## config.mk

```make
export PLATFORM = sky130hd
export DESIGN_NAME = seq_multiplier
export DESIGN_NICKNAME = d
export VERILOG_FILES = /design/src/rtl/seq_multiplier.sv
export SDC_FILE = /design/constraint.sdc
export NUM_CORES = 1
export LEC_CHECK = 0
export CAP_MARGIN = 10
export CORE_MARGIN = 8
export CORE_UTILIZATION = 50
export DETAILED_ROUTE_END_ITERATION = 6
export PLACE_DENSITY = 0.77
export SLEW_MARGIN = 10
export SYNTH_ARGS = -nofsm -noshare
export SYNTH_HDL_FRONTEND = slang
export SYNTH_SLANG_ARGS = --single-unit
```

## constraint.sdc

```tcl
create_clock -name CLK -period 11 [get_ports CLK]
set_input_delay 2.2 -clock CLK [delete_from_list [all_inputs] [get_ports CLK]]
set_output_delay 2.2 -clock CLK [all_outputs]
set_load 0.02 [all_outputs]
```

## src/rtl/seq_multiplier.sv

```systemverilog
// rtl/seq_multiplier.sv - sequential shift-add multiplier with START/BUSY/DONE handshake
module seq_multiplier #(
  parameter int WIDTH = 8
) (
  input  logic               CLK,
  input  logic               RESET,
  input  logic               START,
  input  logic               SIGNED_MODE,
  input  logic [WIDTH-1:0]   INPUT1,
  input  logic [WIDTH-1:0]   INPUT2,
  output logic               BUSY,
  output logic               DONE,
  output logic [2*WIDTH-1:0] RESULT,
  output logic [WIDTH-1:0]   OUT
);

  localparam int CW = $clog2(WIDTH) + 1;

  typedef enum logic [1:0] {
    IDLE,
    CALC,
    FINISH
  } state_t;

  state_t             state;
  logic [WIDTH:0]     mcand;
  logic [WIDTH:0]     mplier;
  logic [2*WIDTH-1:0] acc;
  logic [CW-1:0]      cnt;
  logic               negate;

  logic [WIDTH:0]     ext1;
  logic [WIDTH:0]     ext2;
  logic [WIDTH:0]     mag1;
  logic [WIDTH:0]     mag2;
  logic               cap_neg;
  logic [2*WIDTH-1:0] addend;
  logic [2*WIDTH-1:0] acc_next;
  logic [2*WIDTH-1:0] result_next;
  logic               last_iter;

  // Operand magnitudes and sign for capture; one extra bit keeps |most negative| exact
  always_comb begin
    ext1    = {SIGNED_MODE & INPUT1[WIDTH-1], INPUT1};
    ext2    = {SIGNED_MODE & INPUT2[WIDTH-1], INPUT2};
    mag1    = (SIGNED_MODE && INPUT1[WIDTH-1]) ? -ext1 : ext1;
    mag2    = (SIGNED_MODE && INPUT2[WIDTH-1]) ? -ext2 : ext2;
    cap_neg = SIGNED_MODE & (INPUT1[WIDTH-1] ^ INPUT2[WIDTH-1]);
  end

  // One shift-add step; the final step also feeds the signed result directly
  always_comb begin
    addend      = mplier[0] ? ({{(WIDTH-1){1'b0}}, mcand} << cnt) : '0;
    acc_next    = acc + addend;
    result_next = negate ? -acc_next : acc_next;
    last_iter   = (cnt == CW'(WIDTH - 1));
  end

  // Control FSM with registered handshake outputs and datapath registers
  always_ff @(posedge CLK) begin
    if (RESET) begin
      state  <= IDLE;
      BUSY   <= 1'b0;
      DONE   <= 1'b0;
      RESULT <= '0;
      acc    <= '0;
      mcand  <= '0;
      mplier <= '0;
      cnt    <= '0;
      negate <= 1'b0;
    end else begin
      case (state)
        CALC: begin
          acc    <= acc_next;
          mplier <= mplier >> 1;
          cnt    <= cnt + 1'b1;
          if (last_iter) begin
            state  <= FINISH;
            BUSY   <= 1'b0;
            DONE   <= 1'b1;
            RESULT <= result_next;
          end
        end
        default: begin
          // IDLE and FINISH both accept a new request; FINISH allows back-to-back
          DONE <= 1'b0;
          if (START) begin
            state  <= CALC;
            BUSY   <= 1'b1;
            RESULT <= '0;
            acc    <= '0;
            cnt    <= '0;
            mcand  <= mag1;
            mplier <= mag2;
            negate <= cap_neg;
          end else begin
            state <= IDLE;
          end
        end
      endcase
    end
  end

  assign OUT = RESULT[WIDTH-1:0];

endmodule

```

==> summary.txt, run 1 <==
Max Cap Viol: 0
Final Worst Setup Slack: 6.35 ns
DR WL met2: 4.33 mm
GRT Total Usage: 16.7%
placed inst area: 4260 sq um
Final Max Slew Viols: 0
number of global-route vias before repair: 3,330
first-pass GRT wire length: 15.3 mm
Power Density: 110 nW/um^2
CTS tree: built
post-route insts no fill: 591
sequential area share after synthesis: 30.8%
FF-to-FF setup slack: 6.35 ns
initial antenna violation count: 0
hold path startpoint: mplier[8]$_SDFFE_PP0P_
WP data arrival: 4.88 ns
most frequent cell on the critical path: xor2_1
Synth Area in Adders: 6.73%
Vias/cell: 5.74
largest net degree at the start of global routing: 34
clk buf depth: 2
main combinational cell family by area after synthesis: compound AO/OA/AOI/OAI gates
row cnt: 32
Synth Register Bits: 59
WHS Endpoint: mplier[8]$_SDFFE_PP0P_
Crit Path Class: reg2reg
simple-gate share of the synthesized area: 19.3%
area of the die: 10,700 sq um
fmax: 0.215 GHz
CP max FO: 19
number of top-level pins: 46
Worst VDD drop: 0.0888 mV
Crit path largest cell delay: 0.75 ns
Final Cycle Share: 42.2%
top cells by count, synth: 59 x dfxtp_1, 42 x nor2_1, 37 x a21oi_1
Worst setup SP type: flop
compound-gate portion of the synthesized area: 23.7%
sum of negative setup slack: 0 ns
Area Growth Syn to Fin: 16.3%
top cell type by total area after synthesis: dfxtp_1
CTS Sinks: 59
DRC errors left: 0
Hold-fix buffers, CTS: 0
CTS buffer count: 9
Initial Util: 50.6%
Core Area: 7570 sq um
Chip Width: 104 um
GPL Wtd Cong: 0.925
Net Count, Synth: 501
largest cells by area after synthesis: dfxtp_1 31%, a22o_1 6.4%, ha_1 6.2%, xnor2_1 5.9%, a21oi_1 4.8%
cell count of the worst reg-to-reg path: 13
DPL Wire Length: 6.88 mm
remaining antenna violation count after routing: 0
port bufs: 45
Root Buffer: clkbuf_8
crit end category: flop
Layout Nets: 524
R2R Path End: RESULT[15]$_SDFFE_PP0P_
share of cells above drive strength 1: 6.54%
Critical-path top delay cell: dfxtp_1
CTS H-Tree Depth: 3
Placement Setup Slack: 6.40 ns
post-synthesis xor/xnor area fraction: 8.89%
Fin. Hold Viols: 0
Crit path buffers/inverters: 0
post-CTS sizing: 0
WHS Path Cells: 1
n_diodes: 0
Worst slew margin: 23.9%
unrepaired setup endpoints after global routing: false
worst r2r src: cnt[1]$_SDFFE_PP0P_
number of flops mapped to enable cells by yosys: 0
Mapped Cells: 461
Die H: 104 um
Worst Max-Slew Pin Slew: 1.14 ns
DR iter-0 viols: 175
Routed WL: 8.92 mm
clock transition at the registers of the reported paths: 0.07 ns
setup repair bufs after CTS: 0
met3 WL: 364 um
Setup Skew: 0.0133 ns
post-DR wirelength/cell: 15.1 um
Inst Count DP: 575
critical path cell sequence: mux2i_1, o21ai_0, nor3b_1, ha_1, a21o_1, a311o_1, a2111oi_2, a211oi_1, xor2_1, or4_1, o41ai_1, xor2_1, a22o_1
final setup vio count: 0
Avg Cell Area, Syn: 8.31 sq um
M1 WL: 4.09 mm
total number of yosys warnings: 0
DR top layer: met4
Tot Pwr: 0.488 mW
Min-Delay Path Class: reg2reg
Netlist Area Pre-Place: 3830 sq um
Post-synth top flop: dfxtp_1
cell family with most CP delay: compound AO/OA/AOI/OAI gates
fin crit period: 4.65 ns
Leakage: 1.75 nW
outcome: finished clean
DR vias: 3,390
mux cell area share after synthesis: 4.97%
post-route design area: 4450 sq um
most common cell in the synthesized netlist: dfxtp_1
data required time of the critical path: 11.24 ns
Yosys cell types: 54
ys async rst share: 0%
Synth top area share: 30.8%
grt total ovfl: 0
Pre-antenna DRT Iters: 5
worst skew pair latency: 0.34 ns
-- logic make-up after synthesis --
group	Yosys count
compound gates	132
xor+xnor	38
fa+ha+maj	20
buf+inv	48
flops	59
mux	17
simple gates	147
-- cells in the final DEF (no fill, tap or decap), types with 3 or more instances in the layout --
| cell | count |
|---|---|
| xnor2_1 | 26 |
| nor3b_1 | 5 |
| buf_4 | 3 |
| o22ai_1 | 3 |
| and4_1 | 3 |
| o31ai_1 | 6 |
| clkdlybuf4s50_1 | 45 |
| nand3b_1 | 3 |
| nor2_1 | 42 |
| dfxtp_1 | 59 |
| and2_1 | 5 |
| nor2b_1 | 12 |
| nand2b_1 | 3 |
| a22o_1 | 28 |
| ha_1 | 19 |
| or3_1 | 4 |
| nand2_1 | 34 |
| nand3_1 | 10 |
| a211oi_1 | 15 |
| inv_1 | 12 |
| a21o_1 | 5 |
| a311oi_1 | 5 |
| nand4_1 | 4 |
| nor3_1 | 12 |
| xor2_1 | 11 |
| mux2_2 | 6 |
| a31oi_1 | 3 |
| o21ai_0 | 16 |
| clkbuf_8 | 13 |
| and3_1 | 3 |
| mux2i_1 | 10 |
| a21oi_1 | 37 |
-- metrics by stage --
stage,util [%],hold slack [ns]
5_1_grt,58.9,0.499
6_report,58.9,0.465
2_1_floorplan,-,0.431
4_1_cts,58.9,0.469
3_3_place_gp,56.3,0.448
3_5_place_dp,56.3,0.455
-- flip-flops by register name (all words and copies together) (netlist names) --
register and flops:
BUSY 1, RESULT 16, DONE 1, cnt 4, state 2, negate 1, acc 16, mcand 9
mplier 9
-- layout make-up --
cell class / count / area [sq um]
Tap cell: 102 / 128
Multi-Input combinational cell: 354 / 2440
Timing Repair Buffer: 48 / 473
Clock buffer: 15 / 186
Fill cell: 673 / 3110
Inverter: 12 / 45.0
Clock inverter: 1 / 5.00
Sequential cell: 59 / 1180
-- power breakdown --
| part | switching (mW) | total [mW] | internal, mW |
|---|---|---|---|
| Combinational | 0.0396 | 0.0721 | 0.0325 |
| Clock | 0.0829 | 0.189 | 0.106 |
| Sequential | 0.00713 | 0.227 | 0.220 |
-- worst max-delay path by stage --
stage,startpoint,end,slack (ns),cells past startpoint
detailed placement,cnt[1]$_SDFFE_PP0P_,RESULT[12]$_SDFFE_PP0P_,6.40,15
floorplan,cnt[1]$_SDFFE_PP0P_,RESULT[12]$_SDFFE_PP0P_,6.74,17
finish,cnt[1]$_SDFFE_PP0P_,RESULT[15]$_SDFFE_PP0P_,6.35,13
global route,cnt[1]$_SDFFE_PP0P_,RESULT[12]$_SDFFE_PP0P_,6.10,15
CTS,cnt[1]$_SDFFE_PP0P_,RESULT[12]$_SDFFE_PP0P_,6.39,14
global placement,cnt[0]$_SDFFE_PP0P_,RESULT[15]$_SDFFE_PP0P_,6.49,13
-- layer usage --
metal	global-route usage, %	vias up
li1	-	1716
met1	19.9	1575
met2	28.6	88
met3	3.41	11
met4	6.82	0
met5	0	-
-- worst register-to-register path, cell delays in order (launching register included) --
cell and delay [ns]:
dfxtp_1 0.75, mux2i_1 0.27, o21ai_0 0.45, nor3b_1 0.27, ha_1 0.32, a21o_1 0.23, a311o_1 0.42, a2111oi_2 0.31
a211oi_1 0.10, xor2_1 0.19, or4_1 0.60, o41ai_1 0.32, xor2_1 0.12, a22o_1 0.20
No activity file was read; power rests on OpenSTA's default activity.
==> inputs of run 2 (changes only) <==
clock period = 4.7 ns   (was 11 ns; I/O delays follow)
==> run 2 against run 1 <==
Utilization increased by 0.69 points; final area rose by 1.2%; combinational power grew 140%; worst hold slack gained 0.0038 ns; sequential share of layout area decreased by 0.31 points; via count stayed put; critical path type unchanged; highest routed layer unchanged.
==> summary.txt, run 2 (synthesis results as in run 1) <==
GPL Wtd Cong: 0.903
setup repair bufs after CTS: 0
fin crit period: 4.41 ns
Setup Skew: 0.00835 ns
Leakage: 1.79 nW
final setup vio count: 0
Max Cap Viol: 0
largest net degree at the start of global routing: 23
Crit Path Class: reg2reg
clock transition at the registers of the reported paths: 0.07 ns
Worst VDD drop: 0.159 mV
Routed WL: 9.11 mm
Worst setup SP type: flop
Hold-fix buffers, CTS: 0
Final Max Slew Viols: 0
Crit path largest cell delay: 0.63 ns
DR iter-0 viols: 103
Multi-input gate area: 2440 sq um
WP data arrival: 4.65 ns
Critical-path top delay cell: dfxtp_1
data required time of the critical path: 4.95 ns
CP max FO: 13
number of top-level pins: 46
most common cell after layout, fill and taps aside: dfxtp_1
Tot Pwr: 1.10 mW
first-pass GRT wire length: 15.3 mm
share of cells above drive strength 1: 8.60%
met1 GRT Util: 19.3%
Area Growth Syn to Fin: 17.7%
Core Area: 7570 sq um
M3 GR Usage: 3.90%
Root Buffer: clkbuf_8
number of global-route vias before repair: 3,298
critical path cell sequence: mux2_2, nand2_1, o21ai_0, nor2_1, a211oi_1, a21oi_1, nor2b_1, ha_1, a21oi_1, o21ai_0, a2111oi_2, a211oi_1, xor2_1, or4_1, o41ai_1, xor2_1, a22o_1
sequential cell area: 1180 sq um
clk buf depth: 2
fmax: 0.227 GHz
remaining antenna violation count after routing: 0
DR vias: 3,390
n_diodes: 0
commonest non-fill, non-tap cells in the layout: 59 x dfxtp_1, 45 x clkdlybuf4s50_1, 42 x nor2_1
Worst Max-Slew Pin Slew: 1.12 ns
Largest regs: RESULT: 16 flops, acc: 16 flops
CTS H-Tree Depth: 3
GR met2 Demand/Resource: 29.4%
DPL Wire Length: 6.95 mm
outcome: finished clean
CTS buffer count: 9
Final Cycle Share: 93.7%
Layout Nets: 535
Fin. Hold Viols: 0
GRT Total Usage: 16.9%
Pre-antenna DRT Iters: 4
area of the die: 10,700 sq um
Vias/cell: 5.63
Power Density: 245 nW/um^2
initial antenna violation count: 0
post-DR wirelength/cell: 15.1 um
Die H: 104 um
Worst slew margin: 25.4%
unrepaired setup endpoints after global routing: false
DRC errors left: 0
FILL cells: 695
Min-Delay Path Class: reg2reg
grt total ovfl: 0
Chip Width: 104 um
worst skew pair latency: 0.35 ns
CTS tree: built
post-CTS sizing: 0
CTS Sinks: 59
port bufs: 45
crit end category: flop
row cnt: 32
sum of negative setup slack: 0 ns
GR peak layer: met2
Initial Util: 50.6%
==> run 2: through the flow <==
| stage | cells | area [sq um] | utilization [%] | hold slack, ns | setup WS (ns) |
|---|---|---|---|---|---|
| 2_1_floorplan | 461 | 3830 | - | 0.431 | 0.444 |
| 3_3_place_gp | 586 | 4350 | 57.4 | 0.446 | 0.384 |
| 3_5_place_dp | 586 | 4350 | 57.4 | 0.451 | 0.327 |
| 4_1_cts | 602 | 4510 | 59.6 | 0.474 | 0.320 |
| 5_1_grt | 602 | 4510 | 59.6 | 0.489 | 0.0129 |
| 6_report | 602 | 4510 | 59.6 | 0.469 | 0.294 |
==> run 2: per-layer routing <==
layer	wire, um	up-vias	share of wire (%)
met5	0	-	0
met4	245	0	2.7
met3	357	20	3.9
met2	4340	73	48
met1	4170	1560	46
li1	-	1737	-
==> run 2: layout make-up <==
type / count / area share, %
timing repair buffer: 59 / 12.3
inverter: 12 / 0.999
tap: 102 / 2.83
clock inverter: 5 / 0.666
clock buffer: 11 / 2.92
sequential: 59 / 26.2
multi-input combinational: 354 / 54.1
==> run 2: path summary, 6_finish.rpt <==
| kind | endpoint | slack (ns) | from | cells after the start |
|---|---|---|---|---|
| worst max register to register | RESULT[15]$_SDFFE_PP0P_ | 0.29 | cnt[1]$_SDFFE_PP0P_ | 17 |
| worst max-delay path | RESULT[15]$_SDFFE_PP0P_ | 0.29 | cnt[1]$_SDFFE_PP0P_ | 17 |
| worst min register to register | acc[2]$_SDFFE_PP0P_ | 0.47 | acc[2]$_SDFFE_PP0P_ | 2 |
| worst min-delay path | acc[2]$_SDFFE_PP0P_ | 0.47 | acc[2]$_SDFFE_PP0P_ | 2 |
==> run 2: worst max-delay path: cells and delay by family, from the launching register on <==
kind	cells	cell delay, ns
AOI/OAI and AO/OA	9	1.80
xor gates and xnor gates	2	0.29
DFF	1	0.63
muxes	1	0.41
adders and majority gates	1	0.35
and+or+nand+nor	4	0.85
==> run 2: where the power goes <==
part | leakage (nW) | switching (mW) | internal [mW] | total (mW)
Sequential | 0.479 | 0.0147 | 0.514 | 0.529
Combinational | 1.23 | 0.0962 | 0.0787 | 0.175
Clock | 0.0791 | 0.212 | 0.188 | 0.400
